### src/rtl/snake_pkg.sv
// snake_pkg: shared definitions for the multi-snake direction controller.
//   - DIR_* : 2-bit direction codes (Up 00, Down 01, Left 10, Right 11)
//   - ST_*  : one-hot game state codes, and the state_t enum built on them
//   - is_reverse(a, b) : true when a and b point in opposite directions
package snake_pkg;

  localparam logic [1:0] DIR_UP    = 2'b00;
  localparam logic [1:0] DIR_DOWN  = 2'b01;
  localparam logic [1:0] DIR_LEFT  = 2'b10;
  localparam logic [1:0] DIR_RIGHT = 2'b11;

  localparam logic [4:0] ST_I     = 5'b00001;
  localparam logic [4:0] ST_RUN   = 5'b00010;
  localparam logic [4:0] ST_PAUSE = 5'b00100;
  localparam logic [4:0] ST_LOSE  = 5'b01000;
  localparam logic [4:0] ST_WIN   = 5'b10000;

  typedef enum logic [4:0] {
    S_I     = ST_I,
    S_RUN   = ST_RUN,
    S_PAUSE = ST_PAUSE,
    S_LOSE  = ST_LOSE,
    S_WIN   = ST_WIN
  } state_t;

  // Opposite directions share the axis bit (bit 1) and differ in bit 0.
  function automatic logic is_reverse(input logic [1:0] a, input logic [1:0] b);
    return (a[1] == b[1]) && (a[0] != b[0]);
  endfunction

endpackage

### src/rtl/snake_turn_queue.sv
// snake_turn_queue: QDEPTH-entry FIFO of 2-bit directions for one player.
// Ports:
//   clk, srst      clock and synchronous active-high reset
//   push, din      write din at the tail (accepted when not full, or when a
//                  pop happens in the same cycle)
//   pop            drop the head entry (ignored when empty)
//   flush          empty the queue; overrides push and pop
//   head, tail     oldest and newest stored entries (valid when !empty)
//   count          number of stored entries
//   empty, full    status flags
module snake_turn_queue #(
  parameter int QDEPTH = 2,
  parameter int CW     = $clog2(QDEPTH + 1)
) (
  input  logic          clk,
  input  logic          srst,
  input  logic          push,
  input  logic          pop,
  input  logic          flush,
  input  logic [1:0]    din,
  output logic [1:0]    head,
  output logic [1:0]    tail,
  output logic [CW-1:0] count,
  output logic          empty,
  output logic          full
);

  localparam int PW = (QDEPTH > 1) ? $clog2(QDEPTH) : 1;

  logic [1:0]    mem [QDEPTH];
  logic [PW-1:0] rd_ptr_reg;
  logic [PW-1:0] wr_ptr_reg;
  logic [CW-1:0] count_reg;
  logic [PW-1:0] tail_idx;
  logic          do_push;
  logic          do_pop;

  // Pointers wrap explicitly so non-power-of-two depths work.
  function automatic logic [PW-1:0] ptr_inc(input logic [PW-1:0] p);
    return (p == PW'(QDEPTH - 1)) ? '0 : p + PW'(1);
  endfunction

  assign empty    = (count_reg == '0);
  assign full     = (count_reg == CW'(QDEPTH));
  assign count    = count_reg;
  assign do_pop   = pop && !empty;
  // A pop in the same cycle frees the slot the push needs.
  assign do_push  = push && (!full || do_pop);
  assign tail_idx = (wr_ptr_reg == '0) ? PW'(QDEPTH - 1) : wr_ptr_reg - PW'(1);
  assign head     = mem[rd_ptr_reg];
  assign tail     = mem[tail_idx];

  always_ff @(posedge clk) begin
    if (do_push && !flush) begin
      mem[wr_ptr_reg] <= din;
    end
  end

  always_ff @(posedge clk) begin
    if (srst || flush) begin
      rd_ptr_reg <= '0;
      wr_ptr_reg <= '0;
      count_reg  <= '0;
    end else begin
      if (do_push) begin
        wr_ptr_reg <= ptr_inc(wr_ptr_reg);
      end
      if (do_pop) begin
        rd_ptr_reg <= ptr_inc(rd_ptr_reg);
      end
      if (do_push && !do_pop) begin
        count_reg <= count_reg + CW'(1);
      end else if (do_pop && !do_push) begin
        count_reg <= count_reg - CW'(1);
      end
    end
  end

endmodule

### src/rtl/snake_multi_dirn_ctrl.sv
// snake_multi_dirn_ctrl: game FSM (I/RUN/PAUSE/LOSE/WIN) and per-player
// direction control for PLAYERS snakes, each with a QDEPTH turn queue.
// Ports:
//   Clk, Reset                 clock, synchronous active-high reset
//   SCEN                       game tick enable
//   Start, Pause, Ack          game control pulses
//   Btn_Valid, In_Dirn         per-player turn requests (2 bits per player)
//   Collide, Full              collision per player / board full, on SCEN
//   Out_Dirn                   registered current direction per player
//   Alive                      players still in the game
//   Drop                       turn rejected because the queue was full
//   q_I..q_Win                 one-hot state flags
module snake_multi_dirn_ctrl
  import snake_pkg::*;
#(
  parameter int         PLAYERS    = 2,
  parameter int         QDEPTH     = 2,
  parameter logic [1:0] START_DIRN = 2'b00
) (
  input  logic                 Clk,
  input  logic                 Reset,
  input  logic                 SCEN,
  input  logic                 Start,
  input  logic                 Pause,
  input  logic                 Ack,
  input  logic [PLAYERS-1:0]   Btn_Valid,
  input  logic [2*PLAYERS-1:0] In_Dirn,
  input  logic [PLAYERS-1:0]   Collide,
  input  logic                 Full,
  output logic [2*PLAYERS-1:0] Out_Dirn,
  output logic [PLAYERS-1:0]   Alive,
  output logic [PLAYERS-1:0]   Drop,
  output logic                 q_I,
  output logic                 q_Run,
  output logic                 q_Pause,
  output logic                 q_Lose,
  output logic                 q_Win
);

  localparam int QCW = $clog2(QDEPTH + 1);

  state_t                   state_reg;
  logic [2*PLAYERS-1:0]     dirn_reg;
  logic [PLAYERS-1:0]       alive_reg;
  logic [PLAYERS-1:0]       drop_reg;

  logic                     run_tick;
  logic                     reload;
  logic [PLAYERS-1:0]       alive_next;
  logic [PLAYERS-1:0]       q_push;
  logic [PLAYERS-1:0]       q_pop;
  logic [PLAYERS-1:0]       q_flush;
  logic [PLAYERS-1:0]       q_empty;
  logic [PLAYERS-1:0]       q_full;
  logic [PLAYERS-1:0]       reject;
  logic [2*PLAYERS-1:0]     head_all;
  logic [2*PLAYERS-1:0]     tail_all;
  logic [PLAYERS*QCW-1:0]   count_all;

  assign run_tick   = (state_reg == S_RUN) && SCEN;
  // Entering a new game (Start) or leaving an ended one (Ack) resets players.
  assign reload     = ((state_reg == S_I) && Start) ||
                      (((state_reg == S_LOSE) || (state_reg == S_WIN)) && Ack);
  assign alive_next = alive_reg & ~Collide;

  generate
    for (genvar gi = 0; gi < PLAYERS; gi++) begin : g_player
      logic [1:0] req_dirn;
      logic [1:0] ref_dirn;
      logic       want;

      assign req_dirn = In_Dirn[2*gi +: 2];
      // Compare against the last queued turn so a rapid sequence is
      // validated as the path the snake will actually take.
      assign ref_dirn = q_empty[gi] ? dirn_reg[2*gi +: 2] : tail_all[2*gi +: 2];
      assign want     = (state_reg == S_RUN) && alive_reg[gi] && Btn_Valid[gi] &&
                        (req_dirn != ref_dirn) && !is_reverse(req_dirn, ref_dirn);

      assign q_pop[gi]   = run_tick && alive_reg[gi] &&
                           (count_all[gi*QCW +: QCW] != '0);
      assign q_push[gi]  = want;
      assign reject[gi]  = want && q_full[gi] && !q_pop[gi];
      // A player dying on this tick loses its pending turns.
      assign q_flush[gi] = reload || (run_tick && !alive_next[gi]);

      snake_turn_queue #(
        .QDEPTH (QDEPTH),
        .CW     (QCW)
      ) u_queue (
        .clk    (Clk),
        .srst   (Reset),
        .push   (q_push[gi]),
        .pop    (q_pop[gi]),
        .flush  (q_flush[gi]),
        .din    (req_dirn),
        .head   (head_all[2*gi +: 2]),
        .tail   (tail_all[2*gi +: 2]),
        .count  (count_all[gi*QCW +: QCW]),
        .empty  (q_empty[gi]),
        .full   (q_full[gi])
      );
    end
  endgenerate

  always_ff @(posedge Clk) begin
    if (Reset) begin
      state_reg <= S_I;
      dirn_reg  <= {PLAYERS{START_DIRN}};
      alive_reg <= '1;
      drop_reg  <= '0;
    end else begin
      drop_reg <= reject;
      case (state_reg)
        S_I: begin
          if (Start) begin
            state_reg <= S_RUN;
            dirn_reg  <= {PLAYERS{START_DIRN}};
            alive_reg <= '1;
          end
        end
        S_RUN: begin
          if (SCEN) begin
            for (int p = 0; p < PLAYERS; p++) begin
              if (q_pop[p]) begin
                dirn_reg[2*p +: 2] <= head_all[2*p +: 2];
              end
            end
            alive_reg <= alive_next;
            // End-of-game outcomes take precedence over a coincident Pause.
            if (alive_next == '0) begin
              state_reg <= S_LOSE;
            end else if (Full) begin
              state_reg <= S_WIN;
            end else if (Pause) begin
              state_reg <= S_PAUSE;
            end
          end else if (Pause) begin
            state_reg <= S_PAUSE;
          end
        end
        S_PAUSE: begin
          if (Pause) begin
            state_reg <= S_RUN;
          end
        end
        S_LOSE, S_WIN: begin
          if (Ack) begin
            state_reg <= S_I;
            dirn_reg  <= {PLAYERS{START_DIRN}};
            alive_reg <= '1;
          end
        end
        default: begin
          state_reg <= S_I;
        end
      endcase
    end
  end

  assign Out_Dirn = dirn_reg;
  assign Alive    = alive_reg;
  assign Drop     = drop_reg;
  assign q_I      = (state_reg == S_I);
  assign q_Run    = (state_reg == S_RUN);
  assign q_Pause  = (state_reg == S_PAUSE);
  assign q_Lose   = (state_reg == S_LOSE);
  assign q_Win    = (state_reg == S_WIN);

endmodule
### config.mk
export PLATFORM = sky130hd
export DESIGN_NAME = snake_multi_dirn_ctrl
export DESIGN_NICKNAME = d
export VERILOG_FILES = /design/src/rtl/snake_pkg.sv /design/src/rtl/snake_turn_queue.sv /design/src/rtl/snake_multi_dirn_ctrl.sv
export SDC_FILE = /design/constraint.sdc
export NUM_CORES = 1
export LEC_CHECK = 0
export ABC_AREA = 1
export BUFFER_PORTS_ARGS = -buffer_cell sky130_fd_sc_hd__buf_2
export CAP_MARGIN = 25
export CORE_MARGIN = 3
export CORE_UTILIZATION = 59
export DETAILED_ROUTE_END_ITERATION = 7
export PLACE_DENSITY = 0.91
export SYNTH_ARGS = -nofsm -noshare
export SYNTH_HDL_FRONTEND = slang
export SYNTH_HIERARCHICAL = 1
export SYNTH_SLANG_ARGS = --single-unit
### constraint.sdc
create_clock -name Clk -period 5 [get_ports Clk]
set_input_delay 0.25 -clock Clk [delete_from_list [all_inputs] [get_ports Clk]]
set_output_delay 0.25 -clock Clk [all_outputs]
set_load 0.1 [all_outputs]
# Word-level counts from Yosys, hierarchy flattened
# Memory sizes are Yosys's and may differ from the RTL's. A register that Yosys moved wholly into a read port is not among the register bits.
# Index checks and enable logic that the tools add are counted.
[word_totals] n_memories=2 output_inout_bits=13 elab_cells=152 mem_bits_rw=8 in_bits=15 ff_bits=21
[memory_table] memory="g_player[0].u_queue.mem" words=2 width=2 read_ports=2 rd_ports_with_merged_regs=1 write_ports=1 line="snake_turn_queue.sv:30" source="logic [1:0] mem [QDEPTH];"
[memory_table] memory="g_player[1].u_queue.mem" words=2 width=2 read_ports=2 rd_ports_with_merged_regs=1 write_ports=1 line="snake_turn_queue.sv:30"
[op_classes] n_reduce_logical=70 add_sub_neg=10 n_eq_ne=19 muxes=38 bitwise_logic=2
[op_table] cell="5-bit 2-to-1 mux" count=7
[op_table] cell="1-bit logical AND" count=33
[op_table] cell="2-bit 2-to-1 mux" count=11
[op_table] cell="5-bit one-hot mux with 4 select lines" count=1
[op_table] cell="1-bit zero test" count=16
[op_table] cell="1-bit 2-to-1 mux" count=14
[op_table] cell="4-bit 2-to-1 mux" count=3
[op_table] cell="4-bit one-hot mux with 3 select lines" count=1
[op_table] cell="5-bit AND reduction" count=2
[op_table] cell="1-bit logical OR" count=8
[op_table] cell="2-bit != test, second input constant" count=4
[op_table] cell="2-bit nonzero test" count=4
[op_table] cell="2-bit zero test" count=3
[op_table] cell="2-bit one-hot mux with 3 select lines" count=1
[op_table] cell="5-bit by 1-bit == test with 1-bit output, second input constant" count=1
[op_table] cell="5-bit by 2-bit == test with 1-bit output, second input constant" count=1
[op_table] cell="5-bit by 3-bit == test with 1-bit output, second input constant" count=1
[op_table] cell="5-bit by 4-bit == test with 1-bit output, second input constant" count=1
[op_table] cell="5-bit == test, second input constant" count=1
[op_table] cell="1-bit adder, second input constant" count=4
[op_table] cell="2-bit by 1-bit adder with 2-bit output, second input constant" count=2
[op_table] cell="2-bit == test, second input constant" count=2
[op_table] cell="2-bit by 1-bit != test with 1-bit output, second input constant" count=2
[op_table] cell="2-bit != test" count=2
[op_table] cell="10 further kinds" count=14

# Longest topological paths before layout
# An unclocked memory read counts as a cell.
[logic_depth] depth_word=13 mapped_depth=17 mapped_depth_nobuf=17

# Hierarchy
# The synthesis kept the hierarchy.
[modules_own_cells] module="snake_multi_dirn_ctrl" cells_per_inst=148 seq_area_each_um2=260.2 area_each_um2=868.3 instances=1
[modules_own_cells] module="snake_turn_queue" cells_per_inst=54 seq_area_each_um2=220.2 area_each_um2=426.7 instances=2

# Worst setup path after synthesis
# No wires, ideal clock.
[synth_timing] kind="register to register" start="register state_reg[2]" end="register g_player[1].u_queue.count_reg[1]" n_path_buf=0 path_slack_ns=2.572 path_stages_with_launch=16 period_less_slack_ns=2.428 t_arrival_ns=2.364 required_ns=4.936 setup_time_ns=0.064 path_cell_list="dfxtp_1 -> nor2_4 -> nand2_2 -> nor2_4 -> nand2_1 -> nor2_1 -> inv_1 -> nand3_1 -> nand2_1 -> inv_1 -> ha_1 -> inv_1 -> nand3_1 -> nand2_1 -> inv_1 -> nor2_1"
[synth_via] elab_chain_cells=10 elab_cells_between_ends=27 classes_between="eq/ne (4); mux (1); reduce/logical (22)"
[synth_rtl] element="from (decl)" line="snake_multi_dirn_ctrl.sv:42" source="state_t state_reg;"
[synth_rtl] element="from (signal assigned)" line="snake_multi_dirn_ctrl.sv:107" source="state_reg <= S_I;"
[synth_rtl] element="from (signal assigned)" line="snake_multi_dirn_ctrl.sv:116" source="state_reg <= S_RUN;"
[synth_rtl] element="from (signal assigned)" line="snake_multi_dirn_ctrl.sv:131" source="state_reg <= S_LOSE;"
[synth_rtl] element="5-bit by 2-bit == test with 1-bit output *"
[synth_rtl] element="net q_Run" line="snake_multi_dirn_ctrl.sv:34" source="output logic q_Run,"
[synth_rtl] element="1-bit logical AND *" line="snake_multi_dirn_ctrl.sv:60" source="assign run_tick = (state_reg == S_RUN) && SCEN;"
[synth_rtl] element="1-bit logical AND * (2 in a row)" line="snake_multi_dirn_ctrl.sv:79" source="assign q_pop[gi] = run_tick && alive_reg[gi] &&"
[synth_rtl] element="net q_pop[1]" line="snake_multi_dirn_ctrl.sv:51" source="logic [PLAYERS-1:0] q_pop;"
[synth_rtl] element="1-bit logical AND *" line="snake_turn_queue.sv:46" source="assign do_pop = pop && !empty;"
[synth_rtl] element="1-bit logical OR *" line="snake_turn_queue.sv:48" source="assign do_push = push && (!full || do_pop);"
[synth_rtl] element="1-bit logical AND *" line="snake_turn_queue.sv:48"
[synth_rtl] element="net g_player[1].u_queue.do_push" line="snake_turn_queue.sv:35" source="logic do_push;"
[synth_rtl] element="1-bit zero test" line="snake_turn_queue.sv:73" source="end else if (do_pop && !do_push) begin"
[synth_rtl] element="1-bit logical AND" line="snake_turn_queue.sv:73"
[synth_rtl] element="2-bit nonzero test (no line)"
[synth_rtl] element="to (signal assigned)" line="snake_turn_queue.sv:72" source="count_reg <= count_reg + CW'(1);"
[synth_rtl] element="to (signal assigned)" line="snake_turn_queue.sv:74" source="count_reg <= count_reg - CW'(1);"
[synth_rtl] element="to (decl)" line="snake_turn_queue.sv:33" source="logic [CW-1:0] count_reg;"
# The timed path passes the listed nets; every way through them passes the cells marked *.
# A chain may end at the register's enable or synchronous reset.

# Final worst setup path
[layout_timing] start="register state_reg[4]" end="register g_player[1].u_queue.count_reg[1]"
[layout_via] elab_chain_cells=10 elab_cells_between_ends=27 classes_between="eq/ne (4); mux (1); reduce/logical (22)"
[layout_rtl] element="5-bit by 2-bit == test with 1-bit output *" line="snake_multi_dirn_ctrl.sv:60"
[layout_rtl] element="1-bit logical AND *" line="snake_multi_dirn_ctrl.sv:60"
[layout_rtl] element="1-bit logical AND * (2 in a row)" line="snake_multi_dirn_ctrl.sv:79"
[layout_rtl] element="net q_pop[1]" line="snake_multi_dirn_ctrl.sv:51"
[layout_rtl] element="1-bit logical AND *" line="snake_turn_queue.sv:46"
[layout_rtl] element="1-bit logical OR *" line="snake_turn_queue.sv:48"
[layout_rtl] element="1-bit logical AND *" line="snake_turn_queue.sv:48"
[layout_rtl] element="net g_player[1].u_queue.do_push" line="snake_turn_queue.sv:35"
[layout_rtl] element="1-bit zero test" line="snake_turn_queue.sv:73"
[layout_rtl] element="1-bit logical AND" line="snake_turn_queue.sv:73"
[layout_rtl] element="2-bit nonzero test (no line)"
# Marks and branches as above.

==> qor.yml <==
routing:
  routed_wirelength_mm: 3.52
  drt_iter0_markers: 81
  routedWlPerCell_um: 11.1
  drcViolationCount: 0
  vias: 1655
  via_per_inst: 5.22
  firstDrtPassIters: 4
  ant_nets: 0
critical_path:
  setup.worst_path.class: "reg2reg"
  critPathRequiredTime_ps: 5270
  slowest_delay_ps: 340
  path_cells: "inv_1 -> nand2_2 -> nor2_4 -> nand2_1 -> nor2_1 -> inv_1 -> nand3_1 -> nand2_1 -> inv_1 -> ha_1 -> inv_1 -> nand3_1 -> nand2_1 -> inv_1 -> nor2_1"
  worst_path_max_delay_cell: "dfxtp_1"
  end_kind: "register"
  cpMostUsedCell: "inv_1"
  start_kind: "register"
  worstRegToRegCells: 15
  reg2reg_from: "state_reg[4]$_SDFFE_PP0P_"
  cp_max_fo: 10
  r2r_end: "g_player[1].u_queue/count[1]$_SDFFE_PP0P_"
  reg2reg_slack_ps: 2790
  critical_path_arrival_ps: 2480
timing:
  max_freq_mhz: 453
  grt_setup_unrepaired: "false"
  holdWs_ps: 114
  setup_tns_ps: 0
  setup-violations-final: 0
  drv_slew: 0
  slew_headroom_pct: 66.5
  finalCriticalPeriod_ps: 2210
  timing_hold_violations_final: 0
  skew_ps: 1.97
  setup_ws_ps: 2790
  tightest_slew_ps: 497
  post-route-period-util_pct: 44.2
logic_synthesis:
  synth_area_um2: 1700
  syn_avg_cell_area_um2: 6.76
  yosys_warnings: 6
  syn_inst: 252
  synthesis.nets: 269
die:
  die_w_um: 59.7
  initial_core_util_pct: 65.2
  dieArea_um2: 3570
  rows: 18
  die_h_um: 59.7
  core_area_um2: 2610
  io-pin-count: 28
clock_tree:
  insertion_delay_ps: 320
  cts_sinks: 31
  cts_buffers: 5
  cts_root_buf: "clkbuf_4"
  ctsResizeCount: 0
  clkTransAtPathRegs_ps: 90
  tritoncts: "done"
  post-cts-setup-buffer-count: 0
  holdBufCountCts: 0
  htreeDepth: 2
  cts_max_path_buffers: 2
finish:
  multiInputGateArea_um2: 820
  area_growth_pct: 13.1
  n_fill_cell: 214
  fin_cells: 317
  utilization_pct: 73.8
  seq_area_um2: 701
  largest_reg_flops: 8
  diodes: 0
  final_cell_area_um2: 1930
  nNetsFinal: 303
  drive_gt1_share_pct: 18.5
place:
  pre_cts_ws_ps: 2850
  place_area_um2: 1880
  gp_congestion: 0.946
  dp.cells: 309
  io_buffer_count: 27
  post-dp-hpwl_mm: 2.83
worst_hold_path:
  hold_depth: 1
  hold_start: "In_Dirn[2]"
  hold_end: "g_player[1].u_queue/mem[1][0]$_DFFE_PP_"
  hp-class: "in2reg"
global_routing:
  antenna_found_initial: 0
  first_global_vias: 1459
  gr-usage-all-layers_pct: 21.7
  grt_max_degree: 11
  grt.overflow.total: 0
  grt_pass1_wl_mm: 5.91
pwr:
  cellLeakagePower_nw: 0.960
  p_total_mw: 0.950
  power_density_nw_per_um2: 493
  peakVddDrop_mv: 0.378
run:
  maxCapViolations: 0
status:
  status: "completed"
cell type report:
type                    instances  area share, %
repair buffers                 27           7.01
multi-input cells             172           42.5
clock buffers                   7           2.34
flip-flops and latches         31           36.4
well taps                      30           1.95
inverters                      49           9.55
clock inverters                 1          0.260
how the worst max path moves through the flow:
stage,from,end,slack (ps),cells past startpoint
detailed placement,state_reg[2]$_SDFFE_PP0P_,g_player[1].u_queue/count[1]$_SDFFE_PP0P_,2850,15
global placement,state_reg[2]$_SDFFE_PP0P_,g_player[1].u_queue/count[1]$_SDFFE_PP0P_,2930,15
CTS,state_reg[2]$_SDFFE_PP0P_,g_player[1].u_queue/count[1]$_SDFFE_PP0P_,2820,15
global route,state_reg[4]$_SDFFE_PP0P_,g_player[1].u_queue/count[1]$_SDFFE_PP0P_,2520,15
finish,state_reg[4]$_SDFFE_PP0P_,g_player[1].u_queue/count[1]$_SDFFE_PP0P_,2790,15
floorplan,state_reg[2]$_SDFFE_PP0P_,g_player[1].u_queue/count[1]$_SDFFE_PP0P_,2570,15
placed cells by master (no fill, tap or decap):
cell      count
a21oi_1      12
nand2_2       4
nand4_1       6
o21ai_1       1
nor2_4        2
or2_1         1
buf_2        27
edfxtp_1      8
nand2_1      48
a22oi_1       1
nor3_1        1
clkbuf_4      5
nor2_1       46
nor3_2        3
clkbuf_1      2
xor2_1        2
inv_1        46
inv_2         3
nor2_2        8
o21ai_0      17
dfxtp_1      23
clkinv_2      1
ha_1          2
nand3_1      18
worst max-delay path, delay by kind of cell (launching register included):
family	cells	cell delay, ps
simple gates	9	1120
fa+ha+maj	1	220
buf+inv	5	470
flops	1	340
where the power goes:
group / switching, mW / leakage [nW] / internal, mW
Sequential: 0.0289 / 0.259 / 0.292
Clock: 0.0802 / 0.0293 / 0.0547
Combinational: 0.396 / 0.672 / 0.0981
routing by layer:
metal  track usage [%]  part of all wire [%]  up-vias
met5                 0                     0        -
met3              4.10                   6.5        5
met4              8.23                  0.88        0
li1                  -                     -      862
met2              34.7                    46       50
met1              28.8                    47      738
No activity file was read; power rests on OpenSTA's default activity.
